`config.mk`:
```
export PLATFORM = sky130hd
export DESIGN_NAME = ram_stream_reader
export DESIGN_NICKNAME = d
export VERILOG_FILES = /design/src/rtl/ram_stream_reader_pkg.sv /design/src/rtl/stream_skid_fifo.sv /design/src/rtl/ram_stream_reader.sv
export SDC_FILE = /design/constraint.sdc
export NUM_CORES = 1
export LEC_CHECK = 0
export ABC_CLOCK_PERIOD_IN_PS = 7900
export BUFFER_PORTS_ARGS = -buffer_cell sky130_fd_sc_hd__buf_4
export CORE_AREA = 2 2 89 91
export DETAILED_ROUTE_END_ITERATION = 12
export DIE_AREA = 0 0 91 93
export PLACE_DENSITY = 0.85
export SYNTH_ARGS = -nofsm -noshare
export SYNTH_HDL_FRONTEND = slang
export SYNTH_SLANG_ARGS = --single-unit
```
`constraint.sdc`:
```
create_clock -name clk -period 7.9 [get_ports clk]
set_input_delay 1.185 -clock clk [delete_from_list [all_inputs] [get_ports clk]]
set_output_delay 1.185 -clock clk [all_outputs]
set_load 0.02 [all_outputs]
```
`src/rtl/ram_stream_reader_pkg.sv`:
```
// ram_stream_reader_pkg: shared state encoding, default sizing and grid-derived tag widths.
`ifndef DATA_WIDTH
`define DATA_WIDTH 8
`endif
`ifndef ADDRESS_WIDTH
`define ADDRESS_WIDTH 13
`endif
`ifndef DEPTH
`define DEPTH 2500
`endif
package ram_stream_reader_pkg;
  typedef enum logic [1:0] {IDLE, RUN, DRAIN, DONE} state_t;
  function automatic int cell_xw(input int grid_w);
    return $clog2(grid_w);
  endfunction
  function automatic int cell_yw(input int depth, input int grid_w);
    return $clog2(depth / grid_w);
  endfunction
endpackage

```
`src/rtl/stream_skid_fifo.sv`:
```
// stream_skid_fifo: 2-entry output FIFO; head word stays put until popped.
module stream_skid_fifo #(
  parameter int W = 8
) (
  input  logic         clk,
  input  logic         rst,
  input  logic         push,
  input  logic [W-1:0] din,
  input  logic         pop,
  output logic         valid,
  output logic [W-1:0] dout,
  output logic [1:0]   count
);
  logic [W-1:0] mem [2];
  logic wp, rp;
  assign valid = count != 2'd0;
  assign dout = mem[rp];
  always_ff @(posedge clk or posedge rst) begin
    if (rst) begin
      mem[0] <= '0;
      mem[1] <= '0;
      wp <= 1'b0;
      rp <= 1'b0;
      count <= 2'd0;
    end else begin
      if (push) begin
        mem[wp] <= din;
        wp <= ~wp;
      end
      if (pop) rp <= ~rp;
      count <= count + {1'b0, push} - {1'b0, pop};
    end
  end
endmodule

```
`src/rtl/ram_stream_reader.sv`:
```
// ram_stream_reader: scans a RAM frame in index order into a tagged valid/ready stream.
// Define STREAM_LOOP_EN to keep rescanning frames while start is held high.
module ram_stream_reader import ram_stream_reader_pkg::*; #(
  parameter int DATA_WIDTH = `DATA_WIDTH,
  parameter int ADDRESS_WIDTH = `ADDRESS_WIDTH,
  parameter int DEPTH = `DEPTH,
  parameter int GRID_W = 50,
  localparam int XW = cell_xw(GRID_W),
  localparam int YW = cell_yw(DEPTH, GRID_W)
) (
  input  logic                     clk,
  input  logic                     rst,
  input  logic                     start,
  output logic                     busy,
  output logic                     done,
  output logic [ADDRESS_WIDTH-1:0] ram_addr,
  output logic                     ram_we,
  input  logic [DATA_WIDTH-1:0]    ram_rdata,
  output logic                     m_valid,
  input  logic                     m_ready,
  output logic [DATA_WIDTH-1:0]    m_data,
  output logic [XW-1:0]            m_x,
  output logic [YW-1:0]            m_y,
  output logic                     m_last
);
  localparam int ROWS = DEPTH / GRID_W;
  localparam int IW = $clog2(DEPTH);
  localparam int FW = DATA_WIDTH + XW + YW + 1;
  state_t state;
  logic [IW-1:0] idx;
  logic [XW-1:0] x, fl_x;
  logic [YW-1:0] y, fl_y;
  logic in_flight, fl_last, pop, issue, at_end, x_end, wrap;
  logic [1:0] occ;
  logic [FW-1:0] q;
`ifdef STREAM_LOOP_EN
  assign wrap = start;
`else
  assign wrap = 1'b0;
`endif
  assign ram_we = 1'b0;
  assign pop = m_valid && m_ready;
  assign at_end = idx == IW'(DEPTH - 1);
  assign x_end = x == XW'(GRID_W - 1);
  // never commit more RAM reads than the FIFO can still absorb
  assign issue = state == RUN && ({1'b0, occ} + {2'b0, in_flight} < 3'd2 + {2'b0, pop});
  always_ff @(posedge clk or posedge rst) begin
    if (rst) begin
      state <= IDLE;
      idx <= '0;
      x <= '0;
      y <= '0;
      in_flight <= 1'b0;
      fl_x <= '0;
      fl_y <= '0;
      fl_last <= 1'b0;
      ram_addr <= '0;
      busy <= 1'b0;
      done <= 1'b0;
    end else begin
      in_flight <= issue;
      done <= 1'b0;
      if (issue) begin
        ram_addr <= ADDRESS_WIDTH'({idx, 1'b0});
        fl_x <= x;
        fl_y <= y;
        fl_last <= at_end;
        idx <= at_end ? '0 : idx + 1'b1;
        x <= x_end ? '0 : x + 1'b1;
        y <= x_end ? (y == YW'(ROWS - 1) ? '0 : y + 1'b1) : y;
      end
      case (state)
        IDLE: if (start) begin
          state <= RUN;
          busy <= 1'b1;
        end
        RUN: if (issue && at_end && !wrap) state <= DRAIN;
        DRAIN: if (pop && m_last) begin
          state <= DONE;
          busy <= 1'b0;
          done <= 1'b1;
        end
        default: state <= IDLE;
      endcase
    end
  end
  stream_skid_fifo #(.W(FW)) u_fifo (
    .clk(clk),
    .rst(rst),
    .push(in_flight),
    .din({ram_rdata, fl_x, fl_y, fl_last}),
    .pop(pop),
    .valid(m_valid),
    .dout(q),
    .count(occ)
  );
  assign {m_data, m_x, m_y} = q[FW-1:1];
  assign m_last = m_valid & q[0];
endmodule

```
==> flow_metrics.tcl <==
set metrics [dict create \
    grt_overflow 0 \
    die_y_um 93 \
    drv_cap 0 \
    period_share 0.3981 \
    sw_frac_of_total 0.3693 \
    cts_root_buffer "clkbuf_8" \
    syn-mean-instance-area_sq_um 13.03 \
    synth_xor_area_frac 0.02095 \
    worstSetupPathType "flop to output pin" \
    muxShareOfSynthArea 0.2218 \
    cts_sinks 100 \
    drc 0 \
    switchingPower_mw 0.7911 \
    worstMarginPinSlew_ns 1.128 \
    synthDistinctLibCells 46 \
    slowest_delay_ns 0.98 \
    clock_latency_ns 0.35 \
    crit_slowest_cell "dfrtp_1" \
    viasPerCell 5.771 \
    synth_seq_area_share 0.5442 \
    cts-resized-gates 0 \
    syn_area_sq_um 4598 \
    power_density_nw_per_um2 411.2 \
    clock_path_buffers 2 \
    ys_ff_latch 100 \
    h-tree-depth 3 \
    io_pins 50 \
    pwr-share-clk 0.162 \
    grt_max_degree 74 \
    peakVddDrop_mv 0.2449 \
    synthFlopType "dfrtp_1" \
    hold_path.class "flop to flop" \
    syn_inst 353 \
    cts_made_buffers 9 \
    cts_tree "built" \
    setup_viol 0 \
    crit_fanout 22 \
    rows 32 \
    fmaxAchievable_mhz 318.0 \
    status "finished, final reports clean" \
    area_growth_pct 13.28 \
    crit_family "flip-flops" \
    crit_path_cell_trace "mux2i_1 > nor2_1 > buf_4" \
    cts.clk_slew.worst_paths_ns 0.09 \
    grt_pass1_vias 2874 \
    hold_buffers 0 \
    synth_top_family_by_area "multiplexers" \
    post-dp-hpwl_um 5291 \
    timing.max_slew.rel_slack 0.2461 \
    period_minus_slack_ns 3.145 \
    intPower_mw 1.351 \
    antenna_left 0 \
    start_util 0.6109 \
    antenna_found_initial 0 \
    first_iter_violations 77 \
    synth-edff-count 0 \
    ys_warn_count 0 \
    async_flop_share 1.000 \
    critPathRequiredTime_ns 6.71 \
    synth_fa_ha_area_frac 0.03265 \
    vias 2897 \
    wl_um 7898 \
    hold_violations 0 \
    skew_ns 0.01123 \
    drv_slew 0 \
    start_kind "flop" \
    post_drt_wl_per_cell_um 15.73 \
    final_layout_size_suffix_gt1_frac 0.3875 \
    cp_num_buf_inv 1 \
    io_buffers 47 \
    worstPathArrival_ns 1.96 \
    core_area_sq_um 7527 \
    leakage_nw 2.436 \
    post_cts_buffers 0 \
    synth_compound_area_frac 0.06095 \
    fin_tns_setup_ns 0 \
    insertedDiodeCount 0 \
    pwr-share-comb 0.445 \
    cp-end-kind "output pin" \
    seqPwrFrac 0.393 \
    die_x_um 91 \
    drt-pass1-iter-count 4 \
    grt_usage 0.2027 \
    rsz0062_at_grt "false" \
    final_nets 419 \
    fin_hold_ws_ns 0.4858 \
    grt_pass1_wl_um 13560 \
    synthSimpleGateAreaFrac 0.08463 \
    die_area_sq_um 8463 \
    gp_congestion 0.7999 \
]
==> flip-flops by register name, summed over array words and instances (netlist names), 2 cells and up <==
signal / flops
u_fifo.mem: 42
idx: 12
ram_addr: 12
fl_x: 6
fl_y: 6
x: 6
y: 6
state: 2
u_fifo.count: 2
==> kinds of logic after synthesis <==
group,Yosys count
AND/OR/NAND/NOR,65
buffers and inverters,33
XOR/XNOR,11
AO/OA/AOI/OAI,40
other,1
multiplexers,91
flip-flops,100
adder cells (fa/ha/maj),12
==> synth_stat cells, drive strengths merged, types with 3 or more instances <==
library cell  instances  area, sq um
and3                  6        37.54
xnor2                 9        78.83
nand2                 6        22.52
ha                   12        150.1
buf                  11        72.57
a21oi                 7        35.03
nand2b                3        18.77
dfrtp               100         2502
o31ai                 9        67.56
nor2                 10        37.54
or4                   6        45.04
mux2i                 4        40.04
nand3                 7        40.04
nor3                  4        20.02
clkbuf                7        27.52
nand4                 8        50.05
and4                  3        26.28
nor2b                 3        18.77
o21ai                12        67.57
inv                  15        56.30
mux2                 87        979.7
==> area by class of cell <==
class / instances / area [sq um]
clock inverter: 5 / 85.08
inverter: 15 / 58.81
tap: 102 / 127.6
clock buffer: 11 / 131.4
timing repair buffer: 48 / 360.3
sequential: 100 / 2502
multi-input combinational: 221 / 1943
fill: 542 / 2318
==> placed cells by master (no fill, tap or decap), drive strengths merged, types with 4 or more instances in the layout <==
cell,Yosys,routed
nand3,7,7
buf,11,48
ha,12,12
a21oi,7,7
nor2,10,10
o31ai,9,9
dfrtp,100,100
mux2i,4,4
xnor2,9,9
nand2,6,6
clkbuf,7,11
or4,6,6
inv,15,16
and3,6,6
nand4,8,8
o21ai,12,12
mux2,87,87
nor3,4,4
==> layer usage <==
layer	wire length (um)	track usage	vias to the layer above	share of wire
li1	-	-	1359	-
met1	3524	0.2632	1460	0.45
met2	3979	0.3426	68	0.50
met3	300	0.02820	10	0.038
met4	93	0.09091	0	0.012
met5	0	0	-	0
==> power by group through the flow <==
stage | Sequential, mW | Combinational, mW | Clock [mW]
floorplan | 0.813 | 0.762 | 0
global placement | 0.838 | 0.928 | 0
detailed placement | 0.853 | 0.959 | 0
CTS | 0.845 | 0.966 | 0.354
global route | 0.871 | 1.04 | 0.378
finish | 0.843 | 0.952 | 0.347
==> stage by stage <==
step,util,worst slack [ns],cell area (sq um),power [mW],instances
6_report,0.6920,4.755,5209,2.142,502
5_1_grt,0.6920,4.613,5209,2.292,502
4_1_cts,0.6920,4.686,5209,2.165,502
3_5_place_dp,0.6632,4.549,4992,1.812,486
3_3_place_gp,0.6632,4.624,4992,1.766,486
2_1_floorplan,-,4.096,4602,1.575,354
==> worst paths after layout <==
kind	start	endpoint	slack, ns	depth (start not counted)
worst min-delay path	u_fifo.wp	u_fifo.wp	0.49	1
worst min register to register	u_fifo.wp	u_fifo.wp	0.49	1
max in group asynchronous	rst	x[2]	5.90	3
min in group asynchronous	rst	u_fifo.mem[5]	0.79	2
worst max-delay path	u_fifo.rp	m_last	4.76	3
worst max register to register	in_flight	fl_x[3]	5.01	5
Note: power is estimated with default switching activity, not from simulation.
